`src/rtl/dsp_pkg.sv`:
```
// -----------------------------------------------------------------------------
// dsp_pkg
// Shared definitions for the serial FIR filter:
//   - fir_state_e : FSM state encodings (IDLE / MAC / DONE)
//   - clog2()     : elaboration-time ceil(log2(n)), minimum result 1
//   - acc_width() : full-precision accumulator width for a given configuration
// No ports (package).
// -----------------------------------------------------------------------------
package dsp_pkg;

    typedef enum logic [1:0] {
        ST_IDLE = 2'd0,
        ST_MAC  = 2'd1,
        ST_DONE = 2'd2
    } fir_state_e;

    // Returns at least 1 so that an index for a 1- or 2-entry array still
    // has a legal width.
    function automatic int clog2(input int value);
        int res;
        res = 1;
        for (int i = 1; i < 31; i++) begin
            if ((1 << i) < value) begin
                res = i + 1;
            end
        end
        return res;
    endfunction

    // Product of two signed operands plus growth for summing num_taps terms.
    function automatic int acc_width(input int data_w, input int coef_w, input int num_taps);
        return data_w + coef_w + clog2(num_taps);
    endfunction

endpackage

```
`src/rtl/fir_mac.sv`:
```
// -----------------------------------------------------------------------------
// fir_mac
// Single signed multiply-accumulate unit with a registered accumulator.
// Each enabled cycle adds sample*coef (sign-extended, full precision) to acc.
// Ports:
//   clk, rst  : clock, asynchronous active-high reset
//   acc_clr   : clear accumulator to zero (takes priority over acc_en)
//   acc_en    : add the current product into the accumulator
//   sample    : signed data operand  [DATA_WIDTH]
//   coef      : signed coefficient   [COEF_WIDTH]
//   acc       : accumulator value    [ACC_WIDTH]
// -----------------------------------------------------------------------------
module fir_mac #(
    parameter int DATA_WIDTH = 16,
    parameter int COEF_WIDTH = 16,
    parameter int ACC_WIDTH  = 35
) (
    input  logic                         clk,
    input  logic                         rst,
    input  logic                         acc_clr,
    input  logic                         acc_en,
    input  logic signed [DATA_WIDTH-1:0] sample,
    input  logic signed [COEF_WIDTH-1:0] coef,
    output logic signed [ACC_WIDTH-1:0]  acc
);

    localparam int PROD_W = DATA_WIDTH + COEF_WIDTH;

    logic signed [PROD_W-1:0]    prod;
    logic signed [ACC_WIDTH-1:0] prod_ext;
    logic signed [ACC_WIDTH-1:0] acc_d;
    logic signed [ACC_WIDTH-1:0] acc_q;

    always_comb begin
        prod     = sample * coef;
        prod_ext = {{(ACC_WIDTH - PROD_W){prod[PROD_W-1]}}, prod};
        acc_d    = acc_q;
        if (acc_clr) begin
            acc_d = '0;
        end else if (acc_en) begin
            acc_d = acc_q + prod_ext;
        end
    end

    always_ff @(posedge clk or posedge rst) begin
        if (rst) begin
            acc_q <= '0;
        end else begin
            acc_q <= acc_d;
        end
    end

    assign acc = acc_q;

endmodule

```
`src/rtl/fir_serial_filter.sv`:
```
// -----------------------------------------------------------------------------
// fir_serial_filter
// Time-multiplexed single-MAC FIR filter: y[n] = sum_k h[k]*x[n-k].
// One sample is accepted per handshake, then NUM_TAPS MAC cycles and one
// DONE cycle follow; out_valid pulses for one cycle with the result.
//
// Handshake: a sample transfers on a rising edge where in_valid and in_ready
// are both 1. in_ready is high only in IDLE; while it is low the sample is not
// consumed and upstream must hold it. out_valid is a single-cycle pulse with
// no back-pressure; out_data holds until the next result.
//
// Ports:
//   clk, rst   : clock, asynchronous active-high reset
//   in_valid   : input sample present
//   in_ready   : filter idle, sample accepted this cycle if in_valid
//   in_data    : signed input sample              [DATA_WIDTH]
//   coef_we    : coefficient write strobe (honoured only in IDLE)
//   coef_addr  : tap index k                      [clog2(NUM_TAPS)]
//   coef_data  : signed coefficient h[k]          [COEF_WIDTH]
//   out_valid  : one-cycle result strobe
//   out_data   : signed filtered sample           [OUT_WIDTH]
//
// Configuration macro FIR_SAT_EN: when defined, out_data saturates to the
// signed OUT_WIDTH range instead of wrapping.
// -----------------------------------------------------------------------------
module fir_serial_filter
    import dsp_pkg::*;
#(
    parameter int DATA_WIDTH = 16,
    parameter int COEF_WIDTH = 16,
    parameter int NUM_TAPS   = 8,
    parameter int OUT_WIDTH  = 32,
    parameter int OUT_SHIFT  = 0
) (
    input  logic                         clk,
    input  logic                         rst,
    input  logic                         in_valid,
    output logic                         in_ready,
    input  logic [DATA_WIDTH-1:0]        in_data,
    input  logic                         coef_we,
    input  logic [clog2(NUM_TAPS)-1:0]   coef_addr,
    input  logic [COEF_WIDTH-1:0]        coef_data,
    output logic                         out_valid,
    output logic [OUT_WIDTH-1:0]         out_data
);

    localparam int IDX_W     = clog2(NUM_TAPS);
    localparam int ACC_WIDTH = acc_width(DATA_WIDTH, COEF_WIDTH, NUM_TAPS);
    localparam int EXT_W     = ACC_WIDTH + OUT_SHIFT + OUT_WIDTH;

    localparam logic [IDX_W-1:0] LAST_TAP = IDX_W'(NUM_TAPS - 1);
    localparam logic [IDX_W:0]   TAPS_EXT = (IDX_W + 1)'(NUM_TAPS);

    fir_state_e state_q, state_d;
    logic [IDX_W-1:0]      k_q, k_d;
    logic [IDX_W-1:0]      wr_ptr_q, wr_ptr_d;
    logic [DATA_WIDTH-1:0] delay_q [NUM_TAPS];
    logic [DATA_WIDTH-1:0] delay_d [NUM_TAPS];
    logic [COEF_WIDTH-1:0] coef_q  [NUM_TAPS];
    logic [COEF_WIDTH-1:0] coef_d  [NUM_TAPS];
    logic [OUT_WIDTH-1:0]  out_data_q, out_data_d;
    logic                  out_valid_q, out_valid_d;

    logic                        acc_clr;
    logic                        acc_en;
    logic signed [ACC_WIDTH-1:0] acc;
    logic [IDX_W:0]              tap_sum;
    logic [IDX_W-1:0]            tap_idx;
    logic signed [EXT_W-1:0]     acc_ext;
    logic [OUT_WIDTH-1:0]        out_slice;

    // ------------------------------------------------------------------
    // Delay-line read index: (wr_ptr - k) mod NUM_TAPS without a divider.
    // Adding NUM_TAPS first keeps the intermediate non-negative; one
    // conditional subtract brings it back into range.
    // ------------------------------------------------------------------
    always_comb begin
        tap_sum = {1'b0, wr_ptr_q} + TAPS_EXT - {1'b0, k_q};
        if (tap_sum >= TAPS_EXT) begin
            tap_sum = tap_sum - TAPS_EXT;
        end
    end

    assign tap_idx = tap_sum[IDX_W-1:0];

    fir_mac #(
        .DATA_WIDTH (DATA_WIDTH),
        .COEF_WIDTH (COEF_WIDTH),
        .ACC_WIDTH  (ACC_WIDTH)
    ) u_mac (
        .clk     (clk),
        .rst     (rst),
        .acc_clr (acc_clr),
        .acc_en  (acc_en),
        .sample  (delay_q[tap_idx]),
        .coef    (coef_q[k_q]),
        .acc     (acc)
    );

    // ------------------------------------------------------------------
    // Output slice. The accumulator is sign-extended far enough that any
    // OUT_SHIFT/OUT_WIDTH window is a legal part-select.
    // ------------------------------------------------------------------
    assign acc_ext = {{(OUT_SHIFT + OUT_WIDTH){acc[ACC_WIDTH-1]}}, acc};

`ifdef FIR_SAT_EN
    logic signed [EXT_W-1:0] acc_shr;
    logic signed [EXT_W-1:0] sat_max;
    logic signed [EXT_W-1:0] sat_min;

    always_comb begin
        acc_shr = acc_ext >>> OUT_SHIFT;
        sat_max = {{(EXT_W - OUT_WIDTH + 1){1'b0}}, {(OUT_WIDTH - 1){1'b1}}};
        sat_min = ~sat_max;
        if (acc_shr > sat_max) begin
            out_slice = {1'b0, {(OUT_WIDTH - 1){1'b1}}};
        end else if (acc_shr < sat_min) begin
            out_slice = {1'b1, {(OUT_WIDTH - 1){1'b0}}};
        end else begin
            out_slice = acc_shr[OUT_WIDTH-1:0];
        end
    end
`else
    assign out_slice = acc_ext[OUT_SHIFT +: OUT_WIDTH];
`endif

    // ------------------------------------------------------------------
    // FSM next-state and datapath control
    // ------------------------------------------------------------------
    always_comb begin
        state_d     = state_q;
        k_d         = k_q;
        wr_ptr_d    = wr_ptr_q;
        out_data_d  = out_data_q;
        out_valid_d = 1'b0;
        acc_clr     = 1'b0;
        acc_en      = 1'b0;
        delay_d     = delay_q;
        coef_d      = coef_q;

        unique case (state_q)
            ST_IDLE: begin
                // A coefficient write in the same cycle as an accept lands
                // before the first MAC cycle, so that sample already uses it.
                if (coef_we && (int'(coef_addr) < NUM_TAPS)) begin
                    coef_d[coef_addr] = coef_data;
                end
                if (in_valid) begin
                    delay_d[wr_ptr_q] = in_data;
                    acc_clr           = 1'b1;
                    k_d               = '0;
                    state_d           = ST_MAC;
                end
            end
            ST_MAC: begin
                acc_en = 1'b1;
                if (k_q == LAST_TAP) begin
                    state_d = ST_DONE;
                end else begin
                    k_d = k_q + 1'b1;
                end
            end
            ST_DONE: begin
                out_data_d  = out_slice;
                out_valid_d = 1'b1;
                wr_ptr_d    = (wr_ptr_q == LAST_TAP) ? '0 : wr_ptr_q + 1'b1;
                state_d     = ST_IDLE;
            end
            default: begin
                state_d = ST_IDLE;
            end
        endcase
    end

    always_ff @(posedge clk or posedge rst) begin
        if (rst) begin
            state_q     <= ST_IDLE;
            k_q         <= '0;
            wr_ptr_q    <= '0;
            out_data_q  <= '0;
            out_valid_q <= 1'b0;
            for (int i = 0; i < NUM_TAPS; i++) begin
                delay_q[i] <= '0;
                coef_q[i]  <= '0;
            end
        end else begin
            state_q     <= state_d;
            k_q         <= k_d;
            wr_ptr_q    <= wr_ptr_d;
            out_data_q  <= out_data_d;
            out_valid_q <= out_valid_d;
            delay_q     <= delay_d;
            coef_q      <= coef_d;
        end
    end

    assign in_ready  = (state_q == ST_IDLE);
    assign out_valid = out_valid_q;
    assign out_data  = out_data_q;

endmodule

```
`config.mk`:
```
export PLATFORM = sky130hd
export DESIGN_NAME = fir_serial_filter
export DESIGN_NICKNAME = d
export VERILOG_FILES = /design/src/rtl/dsp_pkg.sv /design/src/rtl/fir_mac.sv /design/src/rtl/fir_serial_filter.sv
export SDC_FILE = /design/constraint.sdc
export NUM_CORES = 1
export LEC_CHECK = 0
export CAP_MARGIN = 20
export CORE_ASPECT_RATIO = 0.8
export CORE_MARGIN = 2
export CORE_UTILIZATION = 57
export CTS_BUF_LIST = sky130_fd_sc_hd__clkbuf_16
export CTS_CLUSTER_SIZE = 30
export DETAILED_ROUTE_END_ITERATION = 16
export PLACE_DENSITY = 0.78
export SLEW_MARGIN = 20
export SYNTH_ARGS = -nofsm -noshare
export SYNTH_HDL_FRONTEND = slang
export SYNTH_SLANG_ARGS = --single-unit
```
`constraint.sdc`:
```
create_clock -name clk -period 12.1 [get_ports clk]
set_input_delay 2.42 -clock clk [delete_from_list [all_inputs] [get_ports clk]]
set_output_delay 2.42 -clock clk [all_outputs]
set_load 0.1 [all_outputs]
```
==> flow_summary.ini, run 1 <==
[synth]
ys_ff_latch = 329
ys_types = 57
ys_seq_area_frac = 0.3283
syn_nets = 2526
syn_inst = 2091
synth_edf_count = 0
yosysWarnings = 0
syn_area_mm2 = 0.02508
synth_ff_type = dfrtp_1
async_flop_share = 1.000
avgSynthCellArea_um2 = 11.99

[layout]
fillers = 3327
layout_common_cells = 355 x inv_1, 328 x dfrtp_1, 311 x mux2_2, 293 x fa_1, 152 x nand2_1
multi_input_area_mm2 = 0.01527
layout_commonest_cell = inv_1
ff_latch_area_mm2 = 0.008234
layout-drive-gt1-share = 0.2204
finalInstanceArea_mm2 = 0.02750
nets = 2585
area_growth_pct = 9.660

[global_routing]
grt-ovfl-total = 0
track_usage = 0.2692
grt_pass1_wl_um = 94650
antenna_found_initial = 0
grt_max_degree = 122
grt_pass1_vias = 17584

[timing]
hold_viol = 0
fmax_mhz = 109.7
tightest_slew_ps = 1102
setup_violations = 0
tns_ps = 0
rsz0062_at_grt = false
slew_violations = 0
clock_skew_ps = 21.27
post-route-period-util = 0.7536
final.min_clock_period_ps = 9119
relSlewSlack = 0.2441
setup_ws_ps = 2981

[clocking]
clockRootBuffer = clkbuf_16
clkTransAtPathRegs_ps = 60
tritoncts = yes
cts-hold-fix-buffers = 0
h-tree-depth = 2
ctsLongestPathBuffers = 3
cts_resized = 0
cts_setup_buffers = 0
clkSinkCount = 329
cts_inserted_buffers = 35
clock_latency_ps = 560

[setup_path]
cp.required_ps = 12570
rr_endpoint = u_mac.acc[31]
setup.worst_path.end = u_mac.acc[31]
path_class = reg2reg
startpoint_type = flip-flop
crit_path_end_kind = flip-flop
arrival_ps = 9590
worst-path-max-fanout = 32
crit_path_start = wr_ptr_q[0]
worstRegToRegCells = 26
rr_startpoint = wr_ptr_q[0]
r2r_setup_slack_ps = 2980

[detailed_routing]
wl_um = 57360
avgRoutedWirePerCell_um = 20.98
drc_errors = 0
dr_total_vias = 15972
ant_nets = 0
dr.pass1.iters = 5
vias_per_cell = 5.842
dr.first_iter.drc_count = 1245

[floorplan]
start_util = 0.5790
num_rows = 68
die_area_mm2 = 0.04570
io_pins = 73
core-area_mm2 = 0.04331
die_w_um = 238.5
die_h_um = 191.6

[place]
hpwl_um = 41790
io_buffers = 72
gp_congestion = 0.9186
place_ws_ps = 3132
placed_area_mm2 = 0.02641

[worst_hold_path]
min_path_type = reg2reg

[run]
maxCapViolCount = 0

[status]
outcome = finished clean
cell families after synthesis:
logic type / count (synthesis) / share of synthesized area
compound gates: 126 / 0.03727
xor+xnor: 31 / 0.01143
fa+ha+maj: 396 / 0.2853
buf+inv: 425 / 0.06412
flops: 329 / 0.3283
mux: 408 / 0.2105
simple gates: 376 / 0.06302
sequential cells by signal, summed over array words and instances, names as in the netlist:
register and count:
coef_q 128, delay_q 128, out_data 32, u_mac.acc 32, k_q 3, wr_ptr_q 3, state_q 2, out_valid 1
stage by stage:
| step | instances | hold slack [ps] | utilization |
|---|---|---|---|
| final | 2734 | 482.5 | 0.6350 |
| after global routing | 2733 | 511.0 | 0.6349 |
| after detailed placement | 2673 | 477.5 | 0.6098 |
| after CTS | 2733 | 491.5 | 0.6343 |
| after global placement | 2673 | 472.4 | 0.6098 |
| after floorplan | 2091 | 465.8 | - |
worst min path at each step:
stage / from / end / slack, ps / depth (start not counted)
6_report: out_data[15] / out_data[15] / 480 / 2
5_1_grt: out_data[16] / out_data[16] / 510 / 1
4_1_cts: out_data[15] / out_data[15] / 490 / 2
3_3_place_gp: out_data[15] / out_data[15] / 470 / 2
3_5_place_dp: out_data[15] / out_data[15] / 480 / 2
2_1_floorplan: u_mac.acc[15] / u_mac.acc[15] / 470 / 1
Yosys cell counts, types with 2 or more instances:
master	number	area share
inv_1	351	0.053
dfrtp_1	329	0.33
mux2_2	311	0.14
fa_1	293	0.23
nand2_1	152	0.023
nor2_1	151	0.023
ha_1	103	0.051
mux4_2	64	0.057
clkbuf_1	54	0.0081
o21ai_0	34	0.0068
mux2i_1	31	0.012
xnor2_1	21	0.0073
a21oi_1	17	0.0034
or2_2	13	0.0032
nand2b_1	12	0.0030
a21o_1	11	0.0033
o211ai_1	11	0.0033
and3_1	10	0.0025
buf_1	10	0.0015
buf_2	10	0.0020
xor2_1	9	0.0031
nand3_1	8	0.0016
or3_1	8	0.0020
a211oi_1	6	0.0018
a22o_1	6	0.0021
a31oi_1	6	0.0015
nor2b_1	6	0.0015
nor3_1	6	0.0012
o21a_1	5	0.0015
nand4_1	4	0.0010
a221o_1	3	0.0012
a32o_1	3	0.0012
o2111ai_1	3	0.0010
o21bai_1	3	0.00090
a2111oi_4	2	0.0022
and2_1	2	0.00050
o211a_1	2	0.00080
o311a_1	2	0.00080
cell type report:
| type | count | area share |
|---|---|---|
| clock buffer | 35 | 0.03185 |
| clock inverter | 25 | 0.006825 |
| tap | 560 | 0.02548 |
| antenna | 1 | 0.00009100 |
| timing repair buffer | 96 | 0.03290 |
| sequential | 329 | 0.2994 |
| multi-input combinational | 1337 | 0.5552 |
| inverter | 351 | 0.04819 |
metal layers:
| metal | track usage | part of all wire | vias to the layer above |
|---|---|---|---|
| met4 | 0.08462 | 0.032 | 0 |
| met2 | 0.4445 | 0.49 | 526 |
| li1 | - | - | 6933 |
| met1 | 0.3594 | 0.41 | 8380 |
| met3 | 0.05950 | 0.071 | 133 |
| met5 | 0 | 0 | - |
worst max-delay path, cell delays in order (launching register included):
cell and delay, ps:
dfrtp_1 400, inv_1 100, ha_2 170, inv_1 40, fa_1 370, xnor3_2 880, mux4_2 610, mux2i_1 780
nor2_1 190, fa_1 590, inv_1 50, fa_1 400, fa_1 520, fa_1 540, inv_1 50, fa_1 480
inv_1 50, fa_1 470, inv_1 50, ha_1 390, nand2_1 80, a21oi_1 110, o21ai_0 280, o211ai_1 750
a21oi_1 220, o211a_1 270, o211ai_1 170
Power of run 1 is not shown: default switching activity piles up to over one toggle a cycle in this logic, so the estimate is an artifact.
==> run 2, diff against run 1 <==
Clock period 12.1 ns to 8.2 ns, I/O delays scaled along.
==> flow_summary.ini, run 2 (synthesis results as in run 1) <==
[layout]
nets = 2621
largestRegisters = coef_q: 128 flops, delay_q: 128 flops
area_growth_pct = 11.29
ff_latch_area_mm2 = 0.008234
layout_common_cells = 352 x inv_1, 328 x dfrtp_1, 310 x mux2_2, 292 x fa_1
antenna_cells = 0
layout-drive-gt1-share = 0.2359
finalInstanceArea_mm2 = 0.02791
fillers = 3228
multi_input_area_mm2 = 0.01527
layout_commonest_cell = inv_1

[global_routing]
track_usage = 0.2769
grt_max_degree = 185
grt_pass1_wl_um = 97460
grt_pass1_vias = 18013
antenna_found_initial = 0
grt-ovfl-total = 0

[setup_path]
cp.required_ps = 8620
startpoint_type = flip-flop
crit_path_end_kind = flip-flop
worstRegToRegCells = 29
rr_startpoint = wr_ptr_q[0]
path_class = reg2reg
arrival_ps = 8400
worst_path_max_delay_cell = fa_1
r2r_setup_slack_ps = 220
worst-path-max-fanout = 9
cp_slowest_stage_delay_ps = 560
rr_endpoint = u_mac.acc[24]

[worst_hold_path]
holdPathStages = 2
min_from = out_data[15]
holdPathEnd = out_data[15]
min_path_type = reg2reg

[status]
outcome = finished clean

[place]
hpwl_um = 43450
placed_area_mm2 = 0.02661
gp_congestion = 0.9946
io_buffers = 72

[timing]
post-route-period-util = 0.9731
final.min_clock_period_ps = 7980
fmax_mhz = 125.3
relSlewSlack = 0.2862
setup_violations = 0
clock_skew_ps = 19.37
hold_viol = 0
tightest_slew_ps = 1071
slew_violations = 0

[clocking]
tritoncts = yes
cts-hold-fix-buffers = 0
h-tree-depth = 2
clkSinkCount = 329
clockRootBuffer = clkbuf_16
clock_latency_ps = 550
clkTransAtPathRegs_ps = 60
ctsLongestPathBuffers = 3
cts_inserted_buffers = 35

[detailed_routing]
avgRoutedWirePerCell_um = 21.34
dr.first_iter.drc_count = 1031
wl_um = 59090
vias_per_cell = 5.864
ant_nets = 0
dr_total_vias = 16238
drc_errors = 0
dr.pass1.iters = 5

[run]
maxCapViolCount = 0

[floorplan]
io_pins = 73
num_rows = 68
die_area_mm2 = 0.04570
core-area_mm2 = 0.04331
die_h_um = 191.6
start_util = 0.5790
die_w_um = 238.5
## run 2: changes by cell type in the layout (fill, tap and decap cells not counted), sizes merged
| cell | delta |
|---|---|
| buf | +36 |
| clkinvlp | +2 |
| inv | -5 |
| clkinv | -1 |
| bufinv | +4 |
| diode | -1 |
## run 2: critical path: cells and delay by family (launching register included)
family          cells  cell delay (ps)
compound gates      5             1060
xor+xnor            1              360
fa+ha+maj           9             3870
buf+inv             9              790
flops               1              400
mux                 2              550
simple gates        3              800
## run 2: timing repair
action | CTS | global route
gates resized for setup | 0 | 10
endpoints found under the hold margin | 0 | 0
endpoints found under the setup margin | 0 | 14
setup buffers | 0 | 12
## run 2: area by class of cell
cell class / instances / share of cell area
clock buffers: 35 / 0.03139
multi-input cells: 1337 / 0.5472
flip-flops and latches: 329 / 0.2951
repair buffers: 132 / 0.04345
well taps: 560 / 0.02511
clock inverters: 25 / 0.01031
inverters: 351 / 0.04748
## run 2: worst max path at each step
stage,end,slack (ps),cells past startpoint,from
global route,u_mac.acc[24],-30,29,wr_ptr_q[0]
finish,u_mac.acc[24],220,29,wr_ptr_q[0]
detailed placement,u_mac.acc[31],70,26,wr_ptr_q[0]
CTS,u_mac.acc[31],40,26,wr_ptr_q[0]
global placement,u_mac.acc[31],260,26,wr_ptr_q[0]
floorplan,u_mac.acc[24],480,26,wr_ptr_q[0]
## run 2: routing by layer
layer | vias up | GRT usage | share of wire
li1 | 7031 | - | -
met3 | 132 | 0.05677 | 0.069
met4 | 0 | 0.07476 | 0.029
met5 | - | 0 | 0
met1 | 8530 | 0.3714 | 0.42
met2 | 545 | 0.4646 | 0.49
## run 2: per-stage QoR
| stage | std cells | TNS (ps) | hold WS (ps) | setup slack, ps | utilization |
|---|---|---|---|---|---|
| 2_1_floorplan | 2091 | 0 | 465.8 | 484.3 | - |
| 3_3_place_gp | 2697 | 0 | 473.0 | 262.4 | 0.6144 |
| 3_5_place_dp | 2697 | 0 | 485.6 | 73.31 | 0.6144 |
| 4_1_cts | 2757 | 0 | 498.7 | 42.71 | 0.6413 |
| 5_1_grt | 2769 | -35.33 | 514.1 | -26.48 | 0.6444 |
| 6_report | 2769 | 0 | 495.4 | 220.3 | 0.6444 |
Power of run 2 is left out for the same reason.
